$ cat src/rtl/flopr_pipe_pkg.sv
// Shared constants and helpers for the flopr_pipe elastic pipeline register.
//   FLOPR_PIPE_WIDTH_DEFAULT : default data bits per stage
//   FLOPR_PIPE_DEPTH_DEFAULT : default number of register stages
//   cnt_width(depth)         : bits needed to hold an occupancy of 0..depth
package flopr_pipe_pkg;

  localparam int unsigned FLOPR_PIPE_WIDTH_DEFAULT = 32;
  localparam int unsigned FLOPR_PIPE_DEPTH_DEFAULT = 2;

  function automatic int unsigned cnt_width(input int unsigned depth);
    return $clog2(depth + 1);
  endfunction

endpackage

$ cat src/rtl/flopr_stage.sv
// One stage of the elastic pipe: a valid bit plus a Width-bit data register.
// Ports:
//   clk_i   : rising-edge clock
//   rst_ni  : asynchronous active-low reset, clears valid and data
//   load_i  : stage is ready and takes the upstream slot this edge
//   flush_i : synchronous clear of valid and data, overrides load_i
//   valid_i : upstream valid
//   data_i  : upstream data
//   valid_o : stage valid bit
//   data_o  : stage data (raw, not masked by valid)
module flopr_stage
  import flopr_pipe_pkg::*;
#(
  parameter int unsigned Width = FLOPR_PIPE_WIDTH_DEFAULT
) (
  input  logic             clk_i,
  input  logic             rst_ni,
  input  logic             load_i,
  input  logic             flush_i,
  input  logic             valid_i,
  input  logic [Width-1:0] data_i,
  output logic             valid_o,
  output logic [Width-1:0] data_o
);

  logic             valid_q, valid_d;
  logic [Width-1:0] data_q, data_d;

  always_comb begin
    valid_d = valid_q;
    data_d  = data_q;
    if (flush_i) begin
      valid_d = 1'b0;
      data_d  = '0;
    end else if (load_i) begin
      valid_d = valid_i;
      // A bubble moving in leaves the old data in place.
      if (valid_i) begin
        data_d = data_i;
      end
    end
  end

  always_ff @(posedge clk_i or negedge rst_ni) begin
    if (!rst_ni) begin
      valid_q <= 1'b0;
      data_q  <= '0;
    end else begin
      valid_q <= valid_d;
      data_q  <= data_d;
    end
  end

  assign valid_o = valid_q;
  assign data_o  = data_q;

endmodule

$ cat src/rtl/flopr_pipe.sv
// Elastic pipeline register: DEPTH stages of WIDTH-bit flops with per-stage
// valid bits, ready/valid handshake on both sides, bubble collapse and a
// synchronous flush. Stage 0 faces the input, stage DEPTH-1 drives Q.
// Optional feature macro: FLOPR_PIPE_COUNT_EN adds the registered occupancy
// port count.
// Ports:
//   clk       : rising-edge clock
//   reset     : asynchronous active-low reset, clears all stages
//   D         : upstream data
//   in_valid  : D holds a valid item
//   in_ready  : pipe accepts D this cycle
//   Q         : output data, zero when out_valid is low
//   out_valid : Q holds a valid item
//   out_ready : downstream accepts Q this cycle
//   flush     : synchronous squash of all contents
//   count     : number of valid stages (FLOPR_PIPE_COUNT_EN only)
module flopr_pipe
  import flopr_pipe_pkg::*;
#(
  parameter int unsigned WIDTH = FLOPR_PIPE_WIDTH_DEFAULT,
  parameter int unsigned DEPTH = FLOPR_PIPE_DEPTH_DEFAULT
`ifdef FLOPR_PIPE_COUNT_EN
  ,
  localparam int unsigned CW = cnt_width(DEPTH)
`endif
) (
  input  logic             clk,
  input  logic             reset,
  input  logic [WIDTH-1:0] D,
  input  logic             in_valid,
  output logic             in_ready,
  output logic [WIDTH-1:0] Q,
  output logic             out_valid,
  input  logic             out_ready,
  input  logic             flush
`ifdef FLOPR_PIPE_COUNT_EN
  ,
  output logic [CW-1:0]    count
`endif
);

  logic [DEPTH-1:0] v;
  logic [DEPTH-1:0] rdy;
  logic [DEPTH-1:0] up_valid;
  logic [WIDTH-1:0] d       [DEPTH];
  logic [WIDTH-1:0] up_data [DEPTH];

  // Ready ripples from the output back: a stage can load if it is empty or
  // the stage after it can load too.
  always_comb begin : ready_chain
    logic r;
    r   = out_ready;
    rdy = '0;
    for (int k = int'(DEPTH) - 1; k >= 0; k--) begin
      r      = ~v[k] | r;
      rdy[k] = r;
    end
  end

  for (genvar k = 0; k < DEPTH; k++) begin : g_stage
    if (k == 0) begin : g_head
      assign up_valid[k] = in_valid;
      assign up_data[k]  = D;
    end else begin : g_link
      assign up_valid[k] = v[k-1];
      assign up_data[k]  = d[k-1];
    end

    flopr_stage #(
      .Width(WIDTH)
    ) u_stage (
      .clk_i  (clk),
      .rst_ni (reset),
      .load_i (rdy[k]),
      .flush_i(flush),
      .valid_i(up_valid[k]),
      .data_i (up_data[k]),
      .valid_o(v[k]),
      .data_o (d[k])
    );
  end

  assign in_ready  = rdy[0];
  assign out_valid = v[DEPTH-1];
  assign Q         = out_valid ? d[DEPTH-1] : '0;

`ifdef FLOPR_PIPE_COUNT_EN
  logic          in_xfer, out_xfer;
  logic [CW-1:0] count_q, count_d;

  assign in_xfer  = in_valid & in_ready;
  assign out_xfer = out_valid & out_ready;

  always_comb begin
    count_d = count_q;
    if (flush) begin
      count_d = '0;
    end else if (in_xfer && !out_xfer) begin
      count_d = count_q + CW'(1);
    end else if (out_xfer && !in_xfer) begin
      count_d = count_q - CW'(1);
    end
  end

  always_ff @(posedge clk or negedge reset) begin
    if (!reset) begin
      count_q <= '0;
    end else begin
      count_q <= count_d;
    end
  end

  assign count = count_q;
`endif

endmodule

$ cat config.mk
export PLATFORM = sky130hd
export DESIGN_NAME = flopr_pipe
export DESIGN_NICKNAME = d
export VERILOG_FILES = /design/src/rtl/flopr_pipe_pkg.sv /design/src/rtl/flopr_stage.sv /design/src/rtl/flopr_pipe.sv
export SDC_FILE = /design/constraint.sdc
export NUM_CORES = 1
export LEC_CHECK = 0
export CAP_MARGIN = 20
export CORE_UTILIZATION = 25
export CTS_BUF_LIST = sky130_fd_sc_hd__clkbuf_2
export DETAILED_ROUTE_END_ITERATION = 12
export PLACE_DENSITY = 0.45
export SLEW_MARGIN = 20
export SYNTH_ARGS = -nofsm -noshare
export SYNTH_HDL_FRONTEND = slang
export SYNTH_SLANG_ARGS = --single-unit
$ cat constraint.sdc
create_clock -name clk -period 1.6 [get_ports clk]
set_clock_uncertainty 0.15 [all_clocks]
set_input_delay 0.4 -clock clk [delete_from_list [all_inputs] [get_ports clk]]
set_output_delay 0.4 -clock clk [all_outputs]
set_load 0.05 [all_outputs]
# ---- Word level (Yosys, flattened, before mapping)
# Index checks and enable logic that the tools add are counted.
dict set report op_classes {
  reduce_logical 6
  n_mux 11
  n_bitwise 4
}
# operator n
set ops {}
lappend ops {{2-to-1 mux 32 bit} 7}
lappend ops {{nonzero test 2 bit} 4}
lappend ops {{2-to-1 mux 1 bit} 4}
lappend ops {{AND reduction 2 bit} 2}
lappend ops {{NOT 1 bit} 2}
lappend ops {{bitwise OR 1 bit} 2}
dict set report word_totals {
  ff_bits 66
  input_bits 37
  output_inout_bits 34
  wordCells 25
}

# ---- Logic depth before layout (Yosys ltp)
dict set report logic_depth {
  word_depth 5
  ltp_mapped 5
  depth_no_buf 4
}

# ---- Modules after synthesis
# From an unflattened synthesis, not the netlist that was laid out.
dict set report unflattened {
  hier_cells 335
  area_unflattened_um2 3593.4
}
# module cells_per_inst seq_area_each_um2 instances area_each_um2
set by_module_without_submodules {}
lappend by_module_without_submodules {flopr_stage 149 825.8 2 1674.1}
lappend by_module_without_submodules {flopr_pipe 37 0.0 1 245.2}

# ---- Worst setup path after synthesis
# OpenSTA, ideal clock, no wires.
dict set report synth_path {
  kind {register to output}
  start {register g_stage[1].u_stage.valid_q}
  end {output Q[10]}
  arrival_ns 1.388
  required_time_ns 1.050
  slack_ns -0.338
  n_path_buf 1
  stages_incl_launch_ff 3
  cell_sequence {dfrtp_1 clkbuf_1 and2_1}
}
dict set report synth_via {
  elab_chain_cells 1
}
# item line
set synth_rtl {}
lappend synth_rtl {{start: declaration} flopr_stage.sv:26} ;# logic valid_q, valid_d;
lappend synth_rtl {{start signal: assignment} flopr_stage.sv:49} ;# valid_q <= valid_d;
lappend synth_rtl {{2-to-1 mux 32 bit} flopr_pipe.sv:85} ;# assign Q = out_valid ? d[DEPTH-1] : '0;
lappend synth_rtl {{end: declaration} flopr_pipe.sv:32} ;# output logic [WIDTH-1:0] Q,
# Every way passes these cells.

# ---- Worst setup path after layout
dict set report layout_path {
  start {register g_stage[1].u_stage.valid_q}
  end {output Q[17]}
}
# Same word-level chain as after synthesis.

==> metrics.txt <==
status finished with violations; failing checks negative setup slack; Overflow after GRT 0; die area 0.0108 mm^2; Reg2Reg Setup Slack -0.09 ns; Area contributors post-synth dfrtp_1 (64%), a22o_1 (22%), and2_1 (7.7%); CP endpoint kind output pin; Mapped Cells 189; fin worst setup slack -0.402 ns; Reg2Reg Launch Point g_stage[1].u_stage.valid_o; Yosys reg bits 66; final worst path period need 2.00 ns; TritonCTS buffer count 9; Die Ht 104 um; Max transition margin 75.5%; met1 usage 16.4%; CP required 1.05 ns; kind of critical path flop to output pin; Setup crit end Q[17]; RePlAce Congestion 0.664; mean number of vias per cell 4.45; largest net degree at the start of global routing 67; met2 Use GR 17.5%; H-tree Lvls 3; Max Transition Viols Final 0; Fin Hold WS 0.241 ns; first-pass GRT wire length 10100 um; max-cap viol count 0; Worst-Margin Slew 0.368 ns; Syn Nets 226; final setup fails 59; # DRC 0; vias in the first global route 1919; YS warnings 0; # rows 36; clock slew at reported path FFs 0.19 ns; GR Util All Layers 12.1%; antenna cells 0; sequential area share after synthesis 63.5%; Final period util 125%; # nets final 317; antenna violations before repair 0; DP Area 0.00398 mm^2; Synth Cell Area 0.00260 mm^2; Detail Route Antenna Nets 0; Worst path slowest cell dfrtp_2; wire per inst 14.9 um; Syn Area/Cell 13.8 um^2; sequence of cells on the critical path buf_4 -> and2_2 -> buf_12; clock buffer depth 2; power density cells 780 mW/mm^2; Worst Setup Start Kind flop; Clock Latency Late Sink 0.49 ns; Area Overhead vs Synth 62.7%; P_leak 1.92 nW; worst r2r path cells 6; area leader, netlist dfrtp_1; DR iter-0 viols 58; final instance area 0.00423 mm^2; routed wire length 6240 um; endpoints failing hold 0; reg-to-reg endpoint g_stage[0].u_stage.data_o[11]; crit path DAT 1.45 ns; CTS tree built; First-pass DRT Iterations 4; clock sink count 66; HPWL reported at the end of detailed placement 4190 um; Synth top area share 63.5%; global route hottest layer met2; layout cell share with drive strength beyond 1 39.6%; achievable frequency 499 MHz; GRT met3 Usage 4.39%; Max IR drop VDD 0.393 mV; vias 1859; Die X 104 um; worst hold path type input port to asynchronous set/reset pin; Starting Density 26.2%; CP Max Fanout 8; port bufs 70; CP Launch Point g_stage[1].u_stage.valid_o; number of different library cells in the post-synthesis netlist 15; Root Buffer clkbuf_2; I/O Pins 71; RSZ-0062 raised after global routing yes; Core ar. 0.00991 mm^2; Setup WS pre-CTS -0.426 ns; Largest stage delay, worst path 0.47 ns
registers in the layout, summed over array words and instances, names as in the netlist:
| register | flops |
|---|---|
| g_stage.u_stage.data_o | 64 |
| g_stage.u_stage.valid_o | 2 |
worst min path at each step:
stage / start / end / depth (start not counted)
after floorplan: reset / g_stage[0].u_stage.data_o[0] / 0
after global placement: reset / g_stage[1].u_stage.data_o[30] / 2
after detailed placement: reset / g_stage[1].u_stage.data_o[2] / 2
after CTS: reset / g_stage[1].u_stage.data_o[30] / 3
after global routing: reset / g_stage[1].u_stage.data_o[2] / 3
final: reset / g_stage[1].u_stage.data_o[30] / 3
power breakdown:
group	switching [mW]	internal [mW]	leakage, nW	total (mW)
Clock	0.586	0.513	0.0793	1.10
Combinational	0.187	0.235	0.947	0.422
Sequential	0.0396	1.74	0.894	1.78
Total	0.812	2.49	1.92	3.30
routing by layer:
metal  wire [um]  vias up
li1            -      887
met1        2970      905
met2        2810       57
met3         382       10
met4          81        0
met5           0        -
layout by cell type (no fill, tap or decap):
master	n
dfrtp_1	65
a22o_1	64
buf_12	40
clkdlybuf4s50_1	35
and2_2	26
clkbuf_2	10
buf_6	9
buf_4	9
and2_4	5
nor2_1	4
a21oi_4	2
nor3b_4	2
clkinv_2	2
bufinv_16	2
and2_1	1
and3b_4	1
inv_4	1
nand2b_1	1
nor2b_2	1
clkinvlp_4	1
clkinv_1	1
clkbuf_16	1
dfrtp_2	1
dlygate4sd3_1	1
Yosys cell counts, drive strengths merged:
library cell and n:
a21oi 2, buf 12, nor3b 2, a22o 64, clkbuf 3, and2 32
nand2b 1, dfrtp 66, nor2 4, inv 1, and3b 1, nor2b 1
timing repair:
action | CTS | global route
gates cloned | 0 | 2
endpoints found under the hold margin | 66 | 0
gates resized for setup | 7 | 9
setup buffers | 2 | 2
setup endpoints to repair | 34 | 70
pin swaps | 1 | 3
hold buffers | 1 | 0
cell families after synthesis:
kind of cell	share of synthesized area (%)
flip-flops	63.5
AO/OA/AOI/OAI	22.4
buffers and inverters	3.90
AND/OR/NAND/NOR	10.2
critical path, delay by kind of cell (launching register included):
family / cells / cell delay [ns]
flip-flops: 1 / 0.47
AND/OR/NAND/NOR: 1 / 0.19
buffers and inverters: 2 / 0.32
area by class of cell:
cell class,instances,area (um^2)
Multi-Input combinational cell,107,918
Clock buffer,10,50.0
Clock inverter,6,81.3
Sequential cell,66,1650
Inverter,1,6.26
Tap cell,133,166
Timing Repair Buffer,95,1360
Fill cell,946,5680
metrics by stage:
step           cells  power [mW]  setup TNS (ns)  util, %
2_1_floorplan    189        1.96           -1.51        -
3_3_place_gp     395        2.21          -22.42     40.2
3_5_place_dp     395        2.21          -22.80     40.2
4_1_cts          414        3.32          -14.57     41.9
5_1_grt          418        3.44          -18.69     42.7
6_report         418        3.30          -14.30     42.7
Power figures use the tool's default switching activity.
